[config.mk]
export PLATFORM = sky130hd
export DESIGN_NAME = interrupt_controller
export DESIGN_NICKNAME = d
export VERILOG_FILES = /design/src/rtl/interrupt_controller.sv
export SDC_FILE = /design/constraint.sdc
export NUM_CORES = 1
export LEC_CHECK = 0
export CAP_MARGIN = 20
export CELL_PAD_IN_SITES_DETAIL_PLACEMENT = 1
export CELL_PAD_IN_SITES_GLOBAL_PLACEMENT = 1
export CORE_MARGIN = 2
export CORE_UTILIZATION = 30
export CTS_BUF_LIST = sky130_fd_sc_hd__clkbuf_16
export CTS_CLUSTER_DIAMETER = 100
export DETAILED_ROUTE_END_ITERATION = 12
export HOLD_SLACK_MARGIN = 0.12
export PLACE_DENSITY = 0.67
export SYNTH_ARGS = -nofsm -noshare
export SYNTH_HDL_FRONTEND = slang
export SYNTH_SLANG_ARGS = --single-unit
[constraint.sdc]
create_clock -name clk -period 1.44 [get_ports clk]
set_input_delay 0.432 -clock clk [delete_from_list [all_inputs] [get_ports clk]]
set_output_delay 0.432 -clock clk [all_outputs]
set_load 0.005 [all_outputs]
[src/rtl/interrupt_controller.sv]
// Prioritised, non-nesting interrupt controller driving the PC acknowledge/restore path.
// Rising edges on irq become pending; the lowest-index enabled line is granted at an instruction boundary.
module interrupt_controller #(
  parameter int NUM_IRQ  = 4,
  parameter int ID_WIDTH = 2
) (
  input  logic                clk,
  input  logic                reset,
  input  logic [NUM_IRQ-1:0]  irq,
  input  logic                int_enable,
  input  logic                mask_we,
  input  logic [NUM_IRQ-1:0]  mask_in,
  input  logic                instr_boundary,
  input  logic                reti,
  output logic                inta,
  output logic                pc_restore,
  output logic [ID_WIDTH-1:0] irq_id,
  output logic                in_service,
  output logic [NUM_IRQ-1:0]  pending,
  output logic [NUM_IRQ-1:0]  mask
);

  typedef enum logic [1:0] {
    IDLE    = 2'd0,
    ACK     = 2'd1,
    SERVICE = 2'd2,
    RETURN  = 2'd3
  } state_t;

  state_t               state_r;
  state_t               state_s;
  logic [NUM_IRQ-1:0]   irq_q_r;
  logic [NUM_IRQ-1:0]   pending_r;
  logic [NUM_IRQ-1:0]   mask_r;
  logic [ID_WIDTH-1:0]  irq_id_r;
  logic                 inta_r;
  logic                 pc_restore_r;
  logic                 in_service_r;

  logic [NUM_IRQ-1:0]   rise_s;
  logic [NUM_IRQ-1:0]   req_s;
  logic [NUM_IRQ-1:0]   grant_clr_s;
  logic [NUM_IRQ-1:0]   pending_s;
  logic [ID_WIDTH-1:0]  win_id_s;
  logic                 grant_s;

  // Scanning downward makes bit 0 the last writer, so the lowest index wins.
  function automatic logic [ID_WIDTH-1:0] lowest_index(input logic [NUM_IRQ-1:0] vec);
    logic [ID_WIDTH-1:0] idx;
    idx = {ID_WIDTH{1'b0}};
    for (int i = NUM_IRQ - 1; i >= 0; i--) begin
      if (vec[i]) begin
        idx = ID_WIDTH'(i);
      end else begin
        idx = idx;
      end
    end
    return idx;
  endfunction

  // Edge detection and gated request vector.
  always_comb begin
    rise_s = irq & ~irq_q_r;
    if (int_enable) begin
      req_s = pending_r & mask_r;
    end else begin
      req_s = {NUM_IRQ{1'b0}};
    end
    win_id_s = lowest_index(req_s);
  end

  // Next-state logic for the acknowledge/return sequence.
  always_comb begin
    state_s = state_r;
    grant_s = 1'b0;
    case (state_r)
      IDLE: begin
        if (instr_boundary && (req_s != {NUM_IRQ{1'b0}})) begin
          grant_s = 1'b1;
          state_s = ACK;
        end else begin
          state_s = IDLE;
        end
      end
      ACK: begin
        state_s = SERVICE;
      end
      SERVICE: begin
        if (reti) begin
          state_s = RETURN;
        end else begin
          state_s = SERVICE;
        end
      end
      RETURN: begin
        state_s = IDLE;
      end
      default: begin
        state_s = IDLE;
      end
    endcase
  end

  // Pending update: a fresh rise on the granted line survives its own clear.
  always_comb begin
    grant_clr_s = {NUM_IRQ{1'b0}};
    for (int i = 0; i < NUM_IRQ; i++) begin
      if (grant_s && (win_id_s == ID_WIDTH'(i))) begin
        grant_clr_s[i] = 1'b1;
      end else begin
        grant_clr_s[i] = 1'b0;
      end
    end
    pending_s = (pending_r & ~grant_clr_s) | rise_s;
  end

  // State, request tracking and mask registers.
  always_ff @(posedge clk or posedge reset) begin
    if (reset) begin
      state_r   <= IDLE;
      irq_q_r   <= {NUM_IRQ{1'b0}};
      pending_r <= {NUM_IRQ{1'b0}};
      mask_r    <= {NUM_IRQ{1'b0}};
      irq_id_r  <= {ID_WIDTH{1'b0}};
    end else begin
      state_r   <= state_s;
      irq_q_r   <= irq;
      pending_r <= pending_s;
      if (mask_we) begin
        mask_r <= mask_in;
      end else begin
        mask_r <= mask_r;
      end
      if (grant_s) begin
        irq_id_r <= win_id_s;
      end else begin
        irq_id_r <= irq_id_r;
      end
    end
  end

  // Moore outputs registered from the next state so they align with the state register.
  always_ff @(posedge clk or posedge reset) begin
    if (reset) begin
      inta_r       <= 1'b0;
      pc_restore_r <= 1'b0;
      in_service_r <= 1'b0;
    end else begin
      inta_r       <= (state_s == ACK);
      pc_restore_r <= (state_s == RETURN);
      in_service_r <= (state_s != IDLE);
    end
  end

  assign inta       = inta_r;
  assign pc_restore = pc_restore_r;
  assign in_service = in_service_r;
  assign irq_id     = irq_id_r;
  assign pending    = pending_r;
  assign mask       = mask_r;

endmodule

==> flow_results.xml, run 1 <==
<?xml version="1.0" encoding="UTF-8"?>
<metrics>
  <group name="route">
    <metric name="routed_wirelength" unit="mm">1.99</metric>
    <metric name="drt_first_pass_iters" unit="">4</metric>
    <metric name="via_per_inst" unit="">4.72</metric>
    <metric name="routedWlPerCell" unit="um">14.5</metric>
    <metric name="drt.antenna.violating_nets" unit="">0</metric>
    <metric name="drc_errors" unit="">0</metric>
    <metric name="initialDrtViolationCount" unit="">5</metric>
    <metric name="dr_total_vias" unit="">647</metric>
  </group>
  <group name="yosys">
    <metric name="synth.yosys.seq_area_share" unit="%">58.9</metric>
    <metric name="synth_edf_count" unit="">0</metric>
    <metric name="avgSynthCellArea" unit="um^2">12.4</metric>
    <metric name="postSynthCellCount" unit="">65</metric>
    <metric name="synthArstFlopShare" unit="%">100</metric>
    <metric name="post_synth_and_or_nand_nor_area_fraction" unit="%">12.9</metric>
    <metric name="synth_fa_ha_area_share" unit="%">4.65</metric>
    <metric name="netlist-cell-type-count" unit="">18</metric>
    <metric name="synthFlopType" unit="">sky130_fd_sc_hd__dfrtp_1</metric>
    <metric name="syn-cell-area" unit="um^2">807</metric>
    <metric name="syn_nets" unit="">82</metric>
    <metric name="synth_mux_area_share" unit="%">4.19</metric>
    <metric name="synth-warning-count" unit="">0</metric>
    <metric name="synth_compound_area_share" unit="%">15.2</metric>
    <metric name="combinational_family_with_the_most_area_after_synthesis" unit="">compound AO/OA/AOI/OAI gates</metric>
    <metric name="yosys.area_share.xor_xnor" unit="%">0</metric>
    <metric name="ys_seq_elements" unit="">19</metric>
  </group>
  <group name="place">
    <metric name="post-place-ws" unit="ns">-0.174</metric>
    <metric name="placed_cells_incl_taps" unit="">129</metric>
    <metric name="place.detailed.hpwl" unit="mm">1.40</metric>
    <metric name="gp_weighted_congestion" unit="">0.770</metric>
    <metric name="port_buffers" unit="">26</metric>
    <metric name="dpl_cell_area" unit="um^2">1160</metric>
  </group>
  <group name="power">
    <metric name="p_leak" unit="nW">0.602</metric>
    <metric name="power_per_cell_area" unit="nW/um^2">1530</metric>
    <metric name="fin_total_pwr" unit="mW">1.93</metric>
    <metric name="ir_drop" unit="mV">0.926</metric>
  </group>
  <group name="setup_path">
    <metric name="crit_path_start_kind" unit="">input port</metric>
    <metric name="cp.required" unit="ns">1.58</metric>
    <metric name="critPathMaxFanout" unit="">6</metric>
    <metric name="worst-endpoint-arrival" unit="ns">1.50</metric>
    <metric name="timing.setup.critical_path_class" unit="">in -&gt; reg</metric>
    <metric name="timing.critical_path.to_type" unit="">register</metric>
  </group>
  <group name="sta">
    <metric name="final-hold-violation-count" unit="">0</metric>
    <metric name="tcrit_tclk_final" unit="%">94.3</metric>
    <metric name="clock.fmax" unit="MHz">737</metric>
    <metric name="finalSetupViolations" unit="">0</metric>
    <metric name="relSlewSlack" unit="%">83.4</metric>
    <metric name="worst_slack" unit="ns">0.0825</metric>
    <metric name="grt_setup_unrepaired" unit="">no</metric>
    <metric name="fin_tns_setup" unit="ns">0</metric>
    <metric name="whs" unit="ns">0.423</metric>
    <metric name="finalMaxSlewViolations" unit="">0</metric>
    <metric name="timing.final.crit_period" unit="ns">1.36</metric>
    <metric name="clock_skew" unit="ns">0.00551</metric>
    <metric name="worst_pin_slew" unit="ns">0.249</metric>
  </group>
  <group name="final_layout">
    <metric name="n_antenna_cell" unit="">0</metric>
    <metric name="final-instance-count-excl-fill" unit="">137</metric>
    <metric name="layout.filler_cells" unit="">291</metric>
    <metric name="layout.core_utilization" unit="%">50.1</metric>
    <metric name="commonest_non_fill_non_tap_cells_in_the_layout" unit="">sky130_fd_sc_hd__dfrtp_1 (19), sky130_fd_sc_hd__dlygate4sd2_1 (13), sky130_fd_sc_hd__clkdlybuf4s50_1 (12), sky130_fd_sc_hd__buf_4 (12), sky130_fd_sc_hd__inv_1 (9)</metric>
    <metric name="final_common_cell" unit="">sky130_fd_sc_hd__dfrtp_1</metric>
    <metric name="layout.nets" unit="">125</metric>
    <metric name="layout.cell_area.non_filler" unit="um^2">1260</metric>
    <metric name="layout-drive-gt1-share" unit="%">25.2</metric>
    <metric name="area_delta_synth_final" unit="%">56.6</metric>
  </group>
  <group name="global_route">
    <metric name="grt_pass1_wl" unit="mm">3.46</metric>
    <metric name="global_route.overflow_total" unit="">0</metric>
    <metric name="grt_util_all_layers" unit="%">14.4</metric>
    <metric name="global_routing_s_busiest_layer" unit="">met2</metric>
    <metric name="global_route.usage.met3" unit="%">3.95</metric>
    <metric name="grt_util_met2" unit="%">21.6</metric>
    <metric name="grt_max_degree" unit="">20</metric>
    <metric name="number_of_antenna_violations_at_the_first_check_in_global_routing" unit="">0</metric>
    <metric name="grt_pass1_vias" unit="">714</metric>
    <metric name="grtUsageMet1" unit="%">19.9</metric>
  </group>
  <group name="clock_network">
    <metric name="cts_num_sinks" unit="">19</metric>
    <metric name="clk-insertion-delay-late" unit="ns">0.25</metric>
    <metric name="clock_tree.htree_level_count" unit="">1</metric>
    <metric name="cts_made_buffers" unit="">3</metric>
    <metric name="cts.path.max_buffers" unit="">2</metric>
    <metric name="clockRootBuffer" unit="">sky130_fd_sc_hd__clkbuf_16</metric>
    <metric name="cts_tree" unit="">built</metric>
    <metric name="cts_hold_buf" unit="">0</metric>
    <metric name="cts.reportedPaths.clkPinSlew" unit="ns">0.06</metric>
  </group>
  <group name="floorplanning">
    <metric name="num_rows" unit="">18</metric>
    <metric name="fp.dieW" unit="um">55.9</metric>
    <metric name="start_util" unit="%">32.0</metric>
    <metric name="die_y" unit="um">55.9</metric>
    <metric name="area_of_the_die" unit="um^2">3120</metric>
    <metric name="placeableCoreArea" unit="um^2">2520</metric>
    <metric name="io_pins" unit="">27</metric>
  </group>
  <group name="min_path">
    <metric name="worstHoldPathType" unit="">reg -&gt; reg</metric>
  </group>
  <group name="status">
    <metric name="run_status" unit="">finished clean</metric>
  </group>
  <group name="flow_run">
    <metric name="max-cap-violations" unit="">0</metric>
  </group>
</metrics>
==> layout make-up <==
class | count | area (um^2) | area share (%)
Multi-Input combinational cell | 37 | 298 | 23.6
Clock inverter | 1 | 7.51 | 0.594
Clock buffer | 3 | 75.1 | 5.94
Sequential cell | 19 | 475 | 37.6
Inverter | 9 | 33.8 | 2.67
Timing Repair Buffer | 38 | 337 | 26.6
Tap cell | 30 | 37.5 | 2.97
==> synth_stat cells (2+ instances only) <==
cell type                 instances  share of area, %
sky130_fd_sc_hd__ha_1             3               4.7
sky130_fd_sc_hd__mux2_2           3               4.2
sky130_fd_sc_hd__inv_1            9               4.2
sky130_fd_sc_hd__dfrtp_1         19                59
sky130_fd_sc_hd__nor2_4           2               2.8
sky130_fd_sc_hd__nand3_1          3               1.9
sky130_fd_sc_hd__a22o_1           2               2.2
sky130_fd_sc_hd__nand2_1          8               3.7
sky130_fd_sc_hd__o21ai_0          7               4.3
==> logic make-up (layout without fill, tap and decap cells) <==
kind of cell             after synthesis  in the layout
flip-flops                            19             19
multiplexers                           3              3
AO/OA/AOI/OAI                         14             14
adder cells (fa/ha/maj)                3              3
buffers and inverters                  9             51
AND/OR/NAND/NOR                       17             17
==> layer usage <==
metal  vias up  part of all wire, %
li1        305                    -
met5         -                    0
met4         0                  1.2
met2        22                   47
met1       316                   46
met3         4                  5.9
==> worst max-delay path, stage by stage <==
cell                              delay, ns
sky130_fd_sc_hd__clkdlybuf4s50_1       0.52
sky130_fd_sc_hd__nand3_4               0.13
sky130_fd_sc_hd__nor2_4                0.15
sky130_fd_sc_hd__nand3_1               0.08
sky130_fd_sc_hd__a22o_1                0.18
==> power breakdown <==
| group | internal, mW | total, mW | switching (mW) |
|---|---|---|---|
| Sequential | 0.662 | 0.712 | 0.0507 |
| Clock | 0.375 | 0.582 | 0.207 |
| Combinational | 0.337 | 0.637 | 0.300 |
| Total | 1.37 | 1.93 | 0.558 |
==> what timing repair did <==
| item | in CTS | in global routing |
|---|---|---|
| endpoints found under the hold margin | 0 | 0 |
| pin swaps | 0 | 4 |
| resized for setup | 13 | 1 |
| gates cloned | 0 | 0 |
| setup endpoints to repair | 13 | 5 |
| setup buffers | 5 | 0 |
==> path summary, 6_finish.rpt <==
check | start | to | slack (ns) | cells past startpoint
hold reg to reg | irq_q_r[1] | pending[1] | 0.42 | 1
setup / recovery | instr_boundary | pending[3] | 0.08 | 5
min in group asynchronous | reset | pc_restore | 0.50 | 3
setup reg to reg | pending[3] | in_service | 0.11 | 5
max in group asynchronous | reset | irq_q_r[1] | 0.74 | 3
hold / removal | irq_q_r[1] | pending[1] | 0.42 | 1
==> sequential cells by signal (all words and copies together), names as in the netlist <==
| name | count |
|---|---|
| in_service | 1 |
| inta | 1 |
| irq_id | 2 |
| irq_q_r | 4 |
| mask | 4 |
| pc_restore | 1 |
| pending | 4 |
| state_r | 2 |
Note: power is estimated with default switching activity, not from simulation.
==> run 2, diff against run 1 <==
--- a/config.mk
+++ b/config.mk
@@ -5,6 +5,7 @@
 export SDC_FILE = /design/constraint.sdc
 export NUM_CORES = 1
 export LEC_CHECK = 0
+export ABC_AREA = 1
 export CAP_MARGIN = 20
 export CELL_PAD_IN_SITES_DETAIL_PLACEMENT = 1
 export CELL_PAD_IN_SITES_GLOBAL_PLACEMENT = 1
@@ -14,7 +15,8 @@
 export CTS_CLUSTER_DIAMETER = 100
 export DETAILED_ROUTE_END_ITERATION = 12
 export HOLD_SLACK_MARGIN = 0.12
-export PLACE_DENSITY = 0.67
+export PLACE_DENSITY = 0.69
+export REMOVE_ABC_BUFFERS = 1
 export SYNTH_ARGS = -nofsm -noshare
 export SYNTH_HDL_FRONTEND = slang
 export SYNTH_SLANG_ARGS = --single-unit
==> flow_results.xml, run 2 <==
<?xml version="1.0" encoding="UTF-8"?>
<metrics>
  <group name="final_layout">
    <metric name="layout.nets" unit="">145</metric>
    <metric name="area_delta_synth_final" unit="%">58.4</metric>
    <metric name="final_common_cell" unit="">sky130_fd_sc_hd__nand2_1</metric>
    <metric name="n_antenna_cell" unit="">0</metric>
    <metric name="commonest_non_fill_non_tap_cells_in_the_layout" unit="">sky130_fd_sc_hd__nand2_1 (22), sky130_fd_sc_hd__dfrtp_1 (19), sky130_fd_sc_hd__inv_1 (15), sky130_fd_sc_hd__dlygate4sd2_1 (13), sky130_fd_sc_hd__buf_4 (13)</metric>
    <metric name="layout-drive-gt1-share" unit="%">26.8</metric>
    <metric name="layout.core_utilization" unit="%">51.2</metric>
  </group>
  <group name="place">
    <metric name="gp_weighted_congestion" unit="">0.853</metric>
    <metric name="place.detailed.hpwl" unit="mm">1.56</metric>
    <metric name="port_buffers" unit="">26</metric>
    <metric name="post-place-ws" unit="ns">-0.410</metric>
  </group>
  <group name="floorplanning">
    <metric name="fp.dieW" unit="um">56.4</metric>
    <metric name="start_util" unit="%">32.4</metric>
    <metric name="io_pins" unit="">27</metric>
    <metric name="die_y" unit="um">56.4</metric>
    <metric name="area_of_the_die" unit="um^2">3180</metric>
    <metric name="num_rows" unit="">18</metric>
    <metric name="placeableCoreArea" unit="um^2">2540</metric>
  </group>
  <group name="setup_path">
    <metric name="crit_path_start_kind" unit="">register</metric>
    <metric name="timing.critical_path.depth" unit="">9</metric>
    <metric name="worstPathBufferInverterCount" unit="">2</metric>
    <metric name="critical_path.cell_chain" unit="">buf_4 -&gt; nand3_1 -&gt; nand2_2 -&gt; nor2_4 -&gt; nor2_4 -&gt; nand2_1 -&gt; nand2_2 -&gt; inv_2 -&gt; nand2_1</metric>
    <metric name="critical_path.max_stage_delay" unit="ns">0.38</metric>
    <metric name="crit_slowest_cell" unit="">sky130_fd_sc_hd__dfrtp_1</metric>
    <metric name="timing.setup.critical_path_class" unit="">reg -&gt; reg</metric>
    <metric name="worst-endpoint-arrival" unit="ns">1.53</metric>
    <metric name="critPathMaxFanout" unit="">3</metric>
    <metric name="timing.critical_path.to_type" unit="">register</metric>
    <metric name="ff2ff_path_depth" unit="">9</metric>
    <metric name="cp.required" unit="ns">1.58</metric>
    <metric name="critical_path.top_delay_family" unit="">simple AND/OR/NAND/NOR gates</metric>
  </group>
  <group name="sta">
    <metric name="relSlewSlack" unit="%">83.6</metric>
    <metric name="timing.final.crit_period" unit="ns">1.38</metric>
    <metric name="finalSetupViolations" unit="">0</metric>
    <metric name="clock.fmax" unit="MHz">724</metric>
    <metric name="whs" unit="ns">0.429</metric>
    <metric name="clock_skew" unit="ns">0.00153</metric>
    <metric name="tcrit_tclk_final" unit="%">96.0</metric>
    <metric name="final-hold-violation-count" unit="">0</metric>
    <metric name="worst_pin_slew" unit="ns">0.247</metric>
    <metric name="finalMaxSlewViolations" unit="">0</metric>
    <metric name="worst_slack" unit="ns">0.0583</metric>
  </group>
  <group name="clock_network">
    <metric name="cts_made_buffers" unit="">3</metric>
    <metric name="cts.path.max_buffers" unit="">2</metric>
    <metric name="cts_num_sinks" unit="">19</metric>
    <metric name="clockRootBuffer" unit="">sky130_fd_sc_hd__clkbuf_16</metric>
    <metric name="clock_tree.htree_level_count" unit="">1</metric>
    <metric name="cts.reportedPaths.clkPinSlew" unit="ns">0.06</metric>
    <metric name="cts_tree" unit="">built</metric>
    <metric name="clk-insertion-delay-late" unit="ns">0.25</metric>
  </group>
  <group name="power">
    <metric name="power_per_cell_area" unit="nW/um^2">1580</metric>
    <metric name="fin_total_pwr" unit="mW">2.06</metric>
    <metric name="p_leak" unit="nW">0.670</metric>
    <metric name="ir_drop" unit="mV">1.22</metric>
  </group>
  <group name="route">
    <metric name="drt.antenna.violating_nets" unit="">0</metric>
    <metric name="drt_first_pass_iters" unit="">2</metric>
    <metric name="routed_wirelength" unit="mm">2.25</metric>
    <metric name="dr_total_vias" unit="">711</metric>
    <metric name="drc_errors" unit="">0</metric>
    <metric name="initialDrtViolationCount" unit="">2</metric>
    <metric name="routedWlPerCell" unit="um">14.3</metric>
    <metric name="via_per_inst" unit="">4.53</metric>
  </group>
  <group name="global_route">
    <metric name="grt_util_all_layers" unit="%">15.4</metric>
    <metric name="global_route.usage.met3" unit="%">4.84</metric>
    <metric name="grt_max_degree" unit="">20</metric>
    <metric name="grt_pass1_vias" unit="">809</metric>
    <metric name="grtUsageMet1" unit="%">16.0</metric>
    <metric name="global_routing_s_busiest_layer" unit="">met2</metric>
    <metric name="number_of_antenna_violations_at_the_first_check_in_global_routing" unit="">0</metric>
    <metric name="global_route.overflow_total" unit="">0</metric>
    <metric name="grt_util_met2" unit="%">29.1</metric>
    <metric name="grt_pass1_wl" unit="mm">3.66</metric>
  </group>
  <group name="yosys">
    <metric name="synthArstFlopShare" unit="%">100</metric>
    <metric name="synthDominantCellAreaShare" unit="%">57.8</metric>
    <metric name="synth_commonest_cells" unit="">sky130_fd_sc_hd__nand2_1 (23), sky130_fd_sc_hd__dfrtp_1 (19), sky130_fd_sc_hd__inv_1 (15), sky130_fd_sc_hd__nand3_1 (5), sky130_fd_sc_hd__mux2_2 (4)</metric>
    <metric name="avgSynthCellArea" unit="um^2">9.80</metric>
    <metric name="synthMostInstantiatedCell" unit="">sky130_fd_sc_hd__nand2_1</metric>
    <metric name="ys_seq_elements" unit="">19</metric>
    <metric name="yosysTopAreaCell" unit="">sky130_fd_sc_hd__dfrtp_1</metric>
    <metric name="postSynthCellCount" unit="">84</metric>
    <metric name="synth-warning-count" unit="">0</metric>
    <metric name="synth_edf_count" unit="">0</metric>
    <metric name="netlist-cell-type-count" unit="">17</metric>
    <metric name="synthFlopType" unit="">sky130_fd_sc_hd__dfrtp_1</metric>
    <metric name="synth_top_cells_by_area" unit="">sky130_fd_sc_hd__dfrtp_1 (58%), sky130_fd_sc_hd__nand2_1 (10%), sky130_fd_sc_hd__inv_1 (6.8%)</metric>
    <metric name="syn-cell-area" unit="um^2">823</metric>
    <metric name="synth.yosys.seq_area_share" unit="%">57.8</metric>
  </group>
  <group name="min_path">
    <metric name="worstHoldPathType" unit="">reg -&gt; reg</metric>
    <metric name="hold_critical_path_depth" unit="">1</metric>
  </group>
  <group name="flow_run">
    <metric name="max-cap-violations" unit="">0</metric>
  </group>
  <group name="status">
    <metric name="run_status" unit="">finished clean</metric>
  </group>
</metrics>
## run 2: area by class of cell
cell class	count	area [um^2]
fillers	304	1240
flip-flops and latches	19	475
repair buffers	39	337
multi-input cells	49	312
clock buffers	3	75.1
inverters	16	60.1
well taps	30	37.5
clock inverters	1	7.51
## run 2: stage by stage
step | setup TNS, ns | instances | instance area, um^2
2_1_floorplan | 0 | 84 | 823
3_3_place_gp | -2.91 | 145 | 1160
3_5_place_dp | -3.58 | 145 | 1160
4_1_cts | 0 | 157 | 1280
5_1_grt | -0.0249 | 157 | 1300
6_report | 0 | 157 | 1300
## run 2: cell families (layout without fill, tap and decap cells)
family	count (synthesis)	in the layout	share of synthesized area (%)
AOI/OAI and AO/OA	4	4	2.89
adders and majority gates	3	3	4.56
buffers and inverters	16	59	7.29
DFF	19	19	57.8
muxes	4	4	5.47
and+or+nand+nor	38	38	22.0
## run 2: path summary, 6_finish.rpt
path                       startpoint    endpoint  slack [ns]
max                        pending[3]  in_service        0.06
min                        irq_q_r[2]  pending[2]        0.43
max reg2reg                pending[3]  in_service        0.06
min reg2reg                irq_q_r[2]  pending[2]        0.43
max in group asynchronous       reset  state_r[0]        0.74
min in group asynchronous       reset  irq_q_r[3]        0.50
## run 2: timing repair
item,CTS,global route
hold buffers,0,0
buffers inserted,8,0
endpoints found under the hold margin,0,0
pin swaps,1,1
setup endpoints to repair,22,8
gates resized for setup,14,7
## run 2: power breakdown
group	switching, mW	internal [mW]	leakage (nW)
logic	0.387	0.359	0.413
registers	0.0588	0.671	0.220
clock network	0.210	0.376	0.0371
## run 2: per-layer routing
layer	routed length [um]	vias up
li1	-	344
met1	864	349
met2	1260	14
met3	100	4
met4	27	0
met5	0	-
